`src/rtl/calc_rs.sv`:
```
// Reservation station with a single-cycle ALU for LUI/AUIPC/R-type/I-type calc instructions.
// Optional macro CALC_RS_WAKEUP_BYPASS_EN forwards same-cycle CDB values straight into select/ALU.
module calc_rs #(
    parameter int DEPTH  = 8,
    parameter int TAG_W  = 4,
    parameter int TYPE_W = 6
) (
    input  logic              clk_in,
    input  logic              rst_in,
    input  logic              rdy_in,
    input  logic              flush_in,
    input  logic              in_valid,
    input  logic [TYPE_W-1:0] in_type,
    input  logic [31:0]       in_vj,
    input  logic [31:0]       in_vk,
    input  logic              in_qj_valid,
    input  logic              in_qk_valid,
    input  logic [TAG_W-1:0]  in_qj,
    input  logic [TAG_W-1:0]  in_qk,
    input  logic [31:0]       in_imm,
    input  logic [31:0]       in_pc,
    input  logic [TAG_W-1:0]  in_rob_tag,
    output logic              full,
    input  logic              cdb0_valid,
    input  logic [TAG_W-1:0]  cdb0_tag,
    input  logic [31:0]       cdb0_value,
    input  logic              cdb1_valid,
    input  logic [TAG_W-1:0]  cdb1_tag,
    input  logic [31:0]       cdb1_value,
    output logic              out_valid,
    input  logic              out_ready,
    output logic [TAG_W-1:0]  out_tag,
    output logic [31:0]       out_value
);

    localparam int IDX_W = $clog2(DEPTH);

    // Instruction type codes shared with the decoder.
    localparam logic [TYPE_W-1:0] TYPE_LUI   = TYPE_W'(1);
    localparam logic [TYPE_W-1:0] TYPE_AUIPC = TYPE_W'(2);
    localparam logic [TYPE_W-1:0] TYPE_ADDI  = TYPE_W'(3);
    localparam logic [TYPE_W-1:0] TYPE_SLTI  = TYPE_W'(4);
    localparam logic [TYPE_W-1:0] TYPE_SLTIU = TYPE_W'(5);
    localparam logic [TYPE_W-1:0] TYPE_XORI  = TYPE_W'(6);
    localparam logic [TYPE_W-1:0] TYPE_ORI   = TYPE_W'(7);
    localparam logic [TYPE_W-1:0] TYPE_ANDI  = TYPE_W'(8);
    localparam logic [TYPE_W-1:0] TYPE_SLLI  = TYPE_W'(9);
    localparam logic [TYPE_W-1:0] TYPE_SRLI  = TYPE_W'(10);
    localparam logic [TYPE_W-1:0] TYPE_SRAI  = TYPE_W'(11);
    localparam logic [TYPE_W-1:0] TYPE_ADD   = TYPE_W'(12);
    localparam logic [TYPE_W-1:0] TYPE_SUB   = TYPE_W'(13);
    localparam logic [TYPE_W-1:0] TYPE_SLL   = TYPE_W'(14);
    localparam logic [TYPE_W-1:0] TYPE_SLT   = TYPE_W'(15);
    localparam logic [TYPE_W-1:0] TYPE_SLTU  = TYPE_W'(16);
    localparam logic [TYPE_W-1:0] TYPE_XOR   = TYPE_W'(17);
    localparam logic [TYPE_W-1:0] TYPE_SRL   = TYPE_W'(18);
    localparam logic [TYPE_W-1:0] TYPE_SRA   = TYPE_W'(19);
    localparam logic [TYPE_W-1:0] TYPE_OR    = TYPE_W'(20);
    localparam logic [TYPE_W-1:0] TYPE_AND   = TYPE_W'(21);

    logic [DEPTH-1:0]  ent_valid;
    logic [DEPTH-1:0]  ent_qj_valid;
    logic [DEPTH-1:0]  ent_qk_valid;
    logic [TYPE_W-1:0] ent_type [DEPTH];
    logic [31:0]       ent_vj   [DEPTH];
    logic [31:0]       ent_vk   [DEPTH];
    logic [31:0]       ent_imm  [DEPTH];
    logic [31:0]       ent_pc   [DEPTH];
    logic [TAG_W-1:0]  ent_qj   [DEPTH];
    logic [TAG_W-1:0]  ent_qk   [DEPTH];
    logic [TAG_W-1:0]  ent_tag  [DEPTH];

    logic [DEPTH-1:0]  hit_j;
    logic [DEPTH-1:0]  hit_k;
    logic [31:0]       wake_vj [DEPTH];
    logic [31:0]       wake_vk [DEPTH];
    logic [DEPTH-1:0]  ready_j;
    logic [DEPTH-1:0]  ready_k;
    logic [DEPTH-1:0]  cand;
    logic              sel_any;
    logic [IDX_W-1:0]  sel_idx;
    logic [IDX_W-1:0]  free_idx;
    logic [31:0]       sel_vj;
    logic [31:0]       sel_vk;
    logic [31:0]       sel_result;
    logic              out_free;
    logic              in_hit_j;
    logic              in_hit_k;
    logic [31:0]       in_cap_vj;
    logic [31:0]       in_cap_vk;

    function automatic logic [31:0] alu(
        input logic [TYPE_W-1:0] op,
        input logic [31:0]       a,
        input logic [31:0]       b,
        input logic [31:0]       imm,
        input logic [31:0]       pc
    );
        logic [31:0] r;
        case (op)
            TYPE_LUI:   r = imm;
            TYPE_AUIPC: r = pc + imm;
            TYPE_ADDI:  r = a + imm;
            TYPE_SLTI:  r = ($signed(a) < $signed(imm)) ? 32'd1 : 32'd0;
            TYPE_SLTIU: r = (a < imm) ? 32'd1 : 32'd0;
            TYPE_XORI:  r = a ^ imm;
            TYPE_ORI:   r = a | imm;
            TYPE_ANDI:  r = a & imm;
            TYPE_SLLI:  r = a << imm[4:0];
            TYPE_SRLI:  r = a >> imm[4:0];
            TYPE_SRAI:  r = $signed(a) >>> imm[4:0];
            TYPE_ADD:   r = a + b;
            TYPE_SUB:   r = a - b;
            TYPE_SLL:   r = a << b[4:0];
            TYPE_SLT:   r = ($signed(a) < $signed(b)) ? 32'd1 : 32'd0;
            TYPE_SLTU:  r = (a < b) ? 32'd1 : 32'd0;
            TYPE_XOR:   r = a ^ b;
            TYPE_SRL:   r = a >> b[4:0];
            TYPE_SRA:   r = $signed(a) >>> b[4:0];
            TYPE_OR:    r = a | b;
            TYPE_AND:   r = a & b;
            default:    r = 32'd0;
        endcase
        return r;
    endfunction

    // Per-entry CDB snoop; cdb0 takes precedence when both buses carry the same tag.
    always_comb begin
        for (int i = 0; i < DEPTH; i++) begin
            hit_j[i]   = ent_qj_valid[i] &&
                         ((cdb0_valid && cdb0_tag == ent_qj[i]) || (cdb1_valid && cdb1_tag == ent_qj[i]));
            hit_k[i]   = ent_qk_valid[i] &&
                         ((cdb0_valid && cdb0_tag == ent_qk[i]) || (cdb1_valid && cdb1_tag == ent_qk[i]));
            wake_vj[i] = (cdb0_valid && cdb0_tag == ent_qj[i]) ? cdb0_value : cdb1_value;
            wake_vk[i] = (cdb0_valid && cdb0_tag == ent_qk[i]) ? cdb0_value : cdb1_value;
        end
    end

    always_comb begin
        in_hit_j  = in_qj_valid &&
                    ((cdb0_valid && cdb0_tag == in_qj) || (cdb1_valid && cdb1_tag == in_qj));
        in_hit_k  = in_qk_valid &&
                    ((cdb0_valid && cdb0_tag == in_qk) || (cdb1_valid && cdb1_tag == in_qk));
        in_cap_vj = (cdb0_valid && cdb0_tag == in_qj) ? cdb0_value : cdb1_value;
        in_cap_vk = (cdb0_valid && cdb0_tag == in_qk) ? cdb0_value : cdb1_value;
    end

`ifdef CALC_RS_WAKEUP_BYPASS_EN
    assign ready_j = ~ent_qj_valid | hit_j;
    assign ready_k = ~ent_qk_valid | hit_k;
`else
    assign ready_j = ~ent_qj_valid;
    assign ready_k = ~ent_qk_valid;
`endif

    assign cand     = ent_valid & ready_j & ready_k;
    assign sel_any  = |cand;
    assign full     = &ent_valid;
    assign out_free = !out_valid || out_ready;

    // Lowest-index priority encoders for selection and for the issue slot.
    always_comb begin
        sel_idx  = '0;
        free_idx = '0;
        for (int i = DEPTH - 1; i >= 0; i--) begin
            if (cand[i]) begin
                sel_idx = IDX_W'(i);
            end
            if (!ent_valid[i]) begin
                free_idx = IDX_W'(i);
            end
        end
    end

`ifdef CALC_RS_WAKEUP_BYPASS_EN
    assign sel_vj = ent_qj_valid[sel_idx] ? wake_vj[sel_idx] : ent_vj[sel_idx];
    assign sel_vk = ent_qk_valid[sel_idx] ? wake_vk[sel_idx] : ent_vk[sel_idx];
`else
    assign sel_vj = ent_vj[sel_idx];
    assign sel_vk = ent_vk[sel_idx];
`endif

    assign sel_result = alu(ent_type[sel_idx], sel_vj, sel_vk, ent_imm[sel_idx], ent_pc[sel_idx]);

    always_ff @(posedge clk_in) begin
        if (rst_in) begin
            ent_valid <= '0;
            out_valid <= 1'b0;
            out_tag   <= '0;
            out_value <= '0;
        end else if (rdy_in) begin
            if (flush_in) begin
                ent_valid <= '0;
                out_valid <= 1'b0;
            end else begin
                for (int i = 0; i < DEPTH; i++) begin
                    if (ent_valid[i] && hit_j[i]) begin
                        ent_vj[i]       <= wake_vj[i];
                        ent_qj_valid[i] <= 1'b0;
                    end
                    if (ent_valid[i] && hit_k[i]) begin
                        ent_vk[i]       <= wake_vk[i];
                        ent_qk_valid[i] <= 1'b0;
                    end
                end

                if (out_free) begin
                    out_valid <= sel_any;
                    if (sel_any) begin
                        ent_valid[sel_idx] <= 1'b0;
                        out_tag            <= ent_tag[sel_idx];
                        out_value          <= sel_result;
                    end
                end

                // free_idx comes from the pre-edge valid bits, so a slot freed this cycle is not reused yet.
                if (in_valid && !full) begin
                    ent_valid[free_idx]    <= 1'b1;
                    ent_type[free_idx]     <= in_type;
                    ent_imm[free_idx]      <= in_imm;
                    ent_pc[free_idx]       <= in_pc;
                    ent_tag[free_idx]      <= in_rob_tag;
                    ent_qj[free_idx]       <= in_qj;
                    ent_qk[free_idx]       <= in_qk;
                    ent_vj[free_idx]       <= in_hit_j ? in_cap_vj : in_vj;
                    ent_vk[free_idx]       <= in_hit_k ? in_cap_vk : in_vk;
                    ent_qj_valid[free_idx] <= in_qj_valid && !in_hit_j;
                    ent_qk_valid[free_idx] <= in_qk_valid && !in_hit_k;
                end
            end
        end
    end

endmodule

```
`config.mk`:
```
export PLATFORM = sky130hd
export DESIGN_NAME = calc_rs
export DESIGN_NICKNAME = d
export VERILOG_FILES = /design/src/rtl/calc_rs.sv
export SDC_FILE = /design/constraint.sdc
export NUM_CORES = 2
export LEC_CHECK = 0
export BUFFER_PORTS_ARGS = -buffer_cell sky130_fd_sc_hd__buf_2
export CORE_MARGIN = 3
export CORE_UTILIZATION = 40
export DETAILED_ROUTE_END_ITERATION = 10
export GPL_TIMING_DRIVEN = 0
export SYNTH_ARGS = -nofsm -noshare
export SYNTH_HDL_FRONTEND = slang
export SYNTH_SLANG_ARGS = --single-unit
```
`constraint.sdc`:
```
create_clock -name clk_in -period 10.4 [get_ports clk_in]
set_clock_uncertainty 0.1 [all_clocks]
set_input_delay 2.08 -clock clk_in [delete_from_list [all_inputs] [get_ports clk_in]]
set_output_delay 2.08 -clock clk_in [all_outputs]
set_load 0.1 [all_outputs]
```
======== After elaboration in Yosys (flattened, before gate mapping) ========
Memory sizes are Yosys's and may differ from the RTL's. A register that Yosys moved wholly into a read port is not among the register bits.
Index checks and enable logic that the tools add are counted.
operators by class
  $add $sub $neg .......................... 4
  magnitude comparators ................... 8
  equal/unequal tests ..................... 57
  shift-type cells ........................ 6
  muxes and demuxes ....................... 207
  bitwise logic cells ..................... 15
  reductions and logical operators ........ 104
operator list
  cell                count
  $pmux 32 s21        1
  $mux 32             20
  $mux 1              157
  $eq 4x4->1          36
  $lt 32x32->1        4
  $add 32x32->32      3
  $logic_and 1x1->1   75
  $mux 8              9
  $and 32x32->32      2
  $or 32x32->32       2
  $shl 32x5->32       2
  $shr 32x5->32       2
  $sshr 32x5->32      2
  $xor 32x32->32      2
  $eq 6x4->1 const B  8
  $mux 3              16
  $eq 6x5->1 const B  6
  $sub 32x32->32      1
  $and 8x8->8         3
  $eq 6x3->1 const B  4
  $not 8->8           3
  $logic_or 1x1->1    19
  $bwmux 8            2
  $eq 6x2->1 const B  2
  13 further kinds    20
word-level totals
  register bits after elaboration ......... 57
  memory bits (writable) .................. 1168
  input bits .............................. 228
  output and inout port bits .............. 38
  memories ................................ 8
memories
  name             depth  width  read ports  clocked after memory_dff  write ports  line  RTL
  ent_imm          8      32     1           0                         1            67    logic [31:0] ent_imm [DEPTH];
  ent_pc           8      32     1           0                         1            68    logic [31:0] ent_pc [DEPTH];
  ent_vj           8      32     1           0                         9            65    logic [31:0] ent_vj [DEPTH];
  ent_vk           8      32     1           0                         9            66    logic [31:0] ent_vk [DEPTH];
  ent_type         8      6      1           0                         1            64    logic [TYPE_W-1:0] ent_type [DEPTH];
  ent_qj           8      4      8           0                         1            69    logic [TAG_W-1:0] ent_qj [DEPTH];
  2 more memories  n/a    n/a    n/a         n/a                       n/a          n/a

======== Logic depth before layout (Yosys ltp) ========
  depth in word-level cells ............... 25
  gate-level depth with buffers ........... 35
  mapped depth without buffers ............ 27

======== Worst setup path before layout ========
OpenSTA, ideal clock, no wires.
  kind .................................... flip-flop to flip-flop
  start ................................... register ent_qk_valid[0]
  end ..................................... register out_value[31]
  arrival time ............................ 6.959 ns
  required time ........................... 10.165 ns
  path slack .............................. 3.205 ns
  stages on the path, launching flop included .. 34
  clock period less this slack ............ 7.195 ns
  path through ............................ edfxtp_1 or3b_1 nand2_1 o31ai_2 nor2_4 buf_6 buf_6 buf_6 buf_6 buf_2 buf_2 buf_1 clkbuf_1 clkbuf_1 clkbuf_1 nand2_1 nand3_1 nand2_1 a211oi_1 ha_1 a21o_1 a21o_1 a2111oi_0 nor3_1 o31ai_1 o21ai_0 a41o_1 a211oi_1 nor2b_1 o21a_1 o21ai_0 mux2i_1 a221oi_1 a32oi_1
on the way
  cells in the longest elaborated chain, start to end .. 6
  elaborated cells between the ends (all ways) .. 48
  classes of those cells .................. 4 x add/sub; 21 x eq/ne; 6 x shift; 2 x mux; 8 x bitwise; 2 x reduce/logical; 5 x memory
ends and longest elaborated chain
  what                                          line  RTL
  start, declared                               63    logic [DEPTH-1:0] ent_qk_valid;
  start signal, assigned by index               228   ent_qk_valid[free_idx] <= in_qk_valid && !in_hit_k;
  $not 8->8 (*)                                 153   assign ready_k = ~ent_qk_valid;
  $and 8x8->8 (*)                               156   assign cand = ent_valid & ready_j & ready_k;
  $mux 3                                        166   if (cand[i]) begin
  $mem_v2 8x32, or another cell as far along    n/a
  $sub 32x32->32, or another cell as far along  113   TYPE_SUB: r = a - b;
  $pmux 32 s21                                  100   case (op)
  end signal, assigned                          212   out_value <= sel_result;
  end, declared                                 33    output logic [31:0] out_value
Every way passes the cells marked *; elsewhere a longest branch is shown, timed or not.
A chain may end at the register's enable or synchronous reset.

======== Worst setup path after layout ========
  start ................................... register ent_valid[1]
  end ..................................... register out_value[20]
on the way
  cells in the longest elaborated chain, start to end .. 7
  elaborated cells between the ends (all ways) .. 49
  classes of those cells .................. 4 x add/sub; 21 x eq/ne; 6 x shift; 3 x mux; 8 x bitwise; 2 x reduce/logical; 5 x memory
ends and longest elaborated chain
  what                                          line  RTL
  start, declared                               61    logic [DEPTH-1:0] ent_valid;
  start signal, assigned                        187   ent_valid <= '0;
  start signal, assigned                        193   ent_valid <= '0;
  start signal, assigned by index               210   ent_valid[sel_idx] <= 1'b0;
  $and 8x8->8 (*) (2 in a row)                  156
  $mux 3 (2 in a row)                           166
  $mem_v2 8x32, or another cell as far along    n/a
  $sub 32x32->32, or another cell as far along  113
  $pmux 32 s21                                  100
Marked as above.

==> reports/summary.txt <==
IO Port Bufs = 190
DR vias = 71.50k
Gr ovfl total = 0
Fin crit share = 0.9838
Synth warn = 0
Wire per inst = 37.98 um
Failing checks = capacitance limit, slew limit
RSZ-0062 raised after global routing = false
FFs w/ async S/R, synth = 0
DRC errors left = 0
Startpoint types = flop
Slowest cell on the critical path = buf_1
Most frequent CP cell = buf_2
Reg-to-Reg End = out_value[20]
Longest Clk Path Bufs = 3
Chip height = 440.8 um
Reported max-cap violation count = 4
Initial antenna violation count = 31
First-pass GRT wire length = 556900 um
Internal reg-to-reg setup slack = 0.17 ns
Synthesized area = 75620 um2
Worst r2r src = ent_valid[1]
Clock transition at path regs = 0.06 ns
Grt peak-use layer = met2
GRT Overall Usage = 0.4147
TritonRoute pass-1 iters = 7
Most frequent cells after synthesis = 1467 x nand2_1, 1184 x edfxtp_1, 783 x a21oi_1
Yosys top cell by area = edfxtp_1
CTS sink cnt = 1229
Crit path DAT = 10.86 ns
Avg Cell Area, Syn = 9.654 um2
Critical Path End Type = flop
Hold Vio Cnt, Final = 0
Worst Max-Slew Pin Slew = 1.568 ns
CTS tree = yes
Outcome = complete, but fails checks
Slew Viols, Final = 17
Worst hold path stage count = 1
Relative slew slack = -0.05036
Crit path kind = flop to flop
Number of hold buffers added after CTS = 0
CP peak stage delay = 0.88 ns
Finished Cell Area = 86910 um2
Mapped Cells = 7833
Met2 usage = 0.6321
DR iter-0 viols = 11.21k
Required @ worst endpoint = 11.03 ns
FF-to-FF path depth = 32
Met1 Use GR = 0.5131
Synth unique cells = 112
Most common cell in the netlist = nand2_1
Leakage = 0.02938 uW
Most area-consuming cells after synthesis = edfxtp_1 47%, mux2i_1 10%, nand2_1 7.3%, a21oi_1 5.2%, o21ai_0 3.4%
GR Util met3 = 0.09413
DRT antenna net count = 0
Maximum vdd drop = 121.0 uV
WHS Endpoint = out_value[3]
Final critical path time including I/O delays and setup = 10.23 ns
Area after DPL = 82230 um2
Die Span X = 440.8 um
Post-Synthesis Net Count = 8193
Starting density of the core = 0.4052
Fin util = 0.4657
Root buf cell = clkbuf_16
Vias per cell = 6.565
Worst-Skew Late Latency = 0.82 ns
Routability cong. = 1.059
Proportion of netlist area held by the largest area contributor = 0.4702
Largest net degree at the start of global routing = 53
Max Clock Freq = 97.74 MHz
Worst slack at placement = -1.792 ns
Vias in the first global route = 66.74k
Worst-path fanout max = 10
CORE AREA = 186600 um2
Worst hold path class = flop to flop
Final critical-path setup slack = 0.1690 ns
Seq/Total Area, Yosys = 0.4821
Die area = 194300 um2
Min-delay src = out_value[3]
Number of synthesized flops with an enable pin = 1184
FF+latch count, synth = 1229
Final net count = 8646
Ports = 266
Row cnt = 158
CTS Buf Count = 142
Primary FF master, synth = edfxtp_1
Final setup vio count = 0
DP HPWL = 316500 um
Final WL = 413600 um
H-tree depth = 4
Synth-to-Final Area Change = 14.94%
Layout cell share with drive strength beyond 1 = 0.1089
PD cells = 134.6 nW/um2
-- cell families after synthesis --
logic type | synth area share
adder cells (fa/ha/maj) | 0.02214
flip-flops | 0.4821
XOR/XNOR | 0.02745
AO/OA/AOI/OAI | 0.1704
multiplexers | 0.1087
buffers and inverters | 0.04277
AND/OR/NAND/NOR | 0.1464
-- registers in the layout, summed over array words and instances (netlist names) --
| name | cells |
|---|---|
| ent_imm | 256 |
| ent_pc | 256 |
| ent_qj | 32 |
| ent_qj_valid | 8 |
| ent_qk | 32 |
| ent_qk_valid | 8 |
| ent_tag | 32 |
| ent_type | 48 |
| ent_valid | 8 |
| ent_vj | 256 |
| ent_vk | 256 |
| out_tag | 4 |
| out_valid | 1 |
| out_value | 32 |
-- layout make-up --
| class | instances | area, um2 |
|---|---|---|
| diodes | 18 | 45.04 |
| plain buffers | 666 | 2864 |
| clock buffers | 173 | 3712 |
| clock inverters | 79 | 807.0 |
| fillers | 17810 | 99710 |
| inverters | 106 | 417.9 |
| multi-input cells | 5822 | 36820 |
| flip-flops and latches | 1229 | 36460 |
| well taps | 2480 | 3103 |
| repair buffers | 319 | 2693 |
-- cells in the final DEF, fill, tap and decap left out, drive strengths merged, types with 16 or more instances in the layout --
cell / Yosys / layout
a221oi: 26 / 26
mux2i: 765 / 765
or3: 16 / 16
a31oi: 61 / 61
inv: 103 / 108
o31ai: 17 / 17
a32oi: 45 / 45
o22ai: 107 / 107
mux2: 40 / 40
nor4: 126 / 126
nand4: 23 / 23
nor2b: 20 / 20
o221ai: 32 / 32
a211oi: 65 / 65
nor3: 58 / 58
and2: 16 / 16
nor2: 449 / 449
o211ai: 99 / 99
dfxtp: 45 / 45
ha: 129 / 129
edfxtp: 1184 / 1184
nand2b: 23 / 23
buf: 235 / 537
a22oi: 34 / 34
a21oi: 787 / 787
and3: 62 / 62
o21a: 24 / 24
o21ai: 593 / 593
diode: 0 / 18
a2111oi: 32 / 32
nand3: 205 / 205
xor2: 134 / 134
clkinv: 3 / 57
nand2: 1468 / 1468
clkbuf: 441 / 615
a21o: 58 / 58
xnor2: 103 / 103
-- where the power goes --
| group | internal (uW) | switching (uW) |
|---|---|---|
| Clock | 2830 | 2220 |
| Combinational | 341 | 847 |
| Sequential | 5450 | 7.34 |
| Total | 8620 | 3080 |
-- critical path, delay by kind of cell, from the launching register on --
kind | cells | cell delay (ns)
and+or+nand+nor | 11 | 2.29
adders and majority gates | 1 | 0.28
buffers and inverters | 9 | 4.03
DFF | 1 | 0.31
AOI/OAI and AO/OA | 10 | 2.66
xor gates and xnor gates | 1 | 0.43
-- per-layer routing --
layer	up-vias	share of wire
met5	-	0.00015
met4	8	0.091
met3	1390	0.10
met2	5203	0.44
met1	35100	0.37
li1	29800	-
-- through the flow --
stage / total power (uW) / std cells / TNS [ns] / hold WS (ns)
after detailed placement: 6692 / 10630 / -33.01 / 0.3616
after CTS: 11650 / 10880 / 0 / 0.3773
after floorplan: 6179 / 7833 / 0 / 0.4568
after global placement: 6656 / 10500 / -518.65 / 0.3573
after global routing: 11920 / 10880 / 0 / 0.3915
final: 11700 / 10890 / 0 / 0.3789
-- what timing repair did --
action | in CTS | in global routing
cloned | 0 | 0
endpoints found under the setup margin | 30 | 15
gates resized for setup | 26 | 29
buffers inserted | 0 | 0
-- worst max path at each step --
stage | from | to | slack [ns] | cells after the start
after CTS | ent_valid[0] | out_value[20] | 0.03 | 28
after detailed placement | ent_qk_valid[0] | out_value[23] | -1.79 | 33
after global placement | ent_qk_valid[0] | out_value[9] | -3.12 | 32
final | ent_valid[1] | out_value[20] | 0.17 | 32
after floorplan | ent_qk_valid[0] | out_value[31] | 3.21 | 33
after global routing | ent_valid[7] | out_value[20] | 0.04 | 32
No activity file was read; power rests on OpenSTA's default activity.
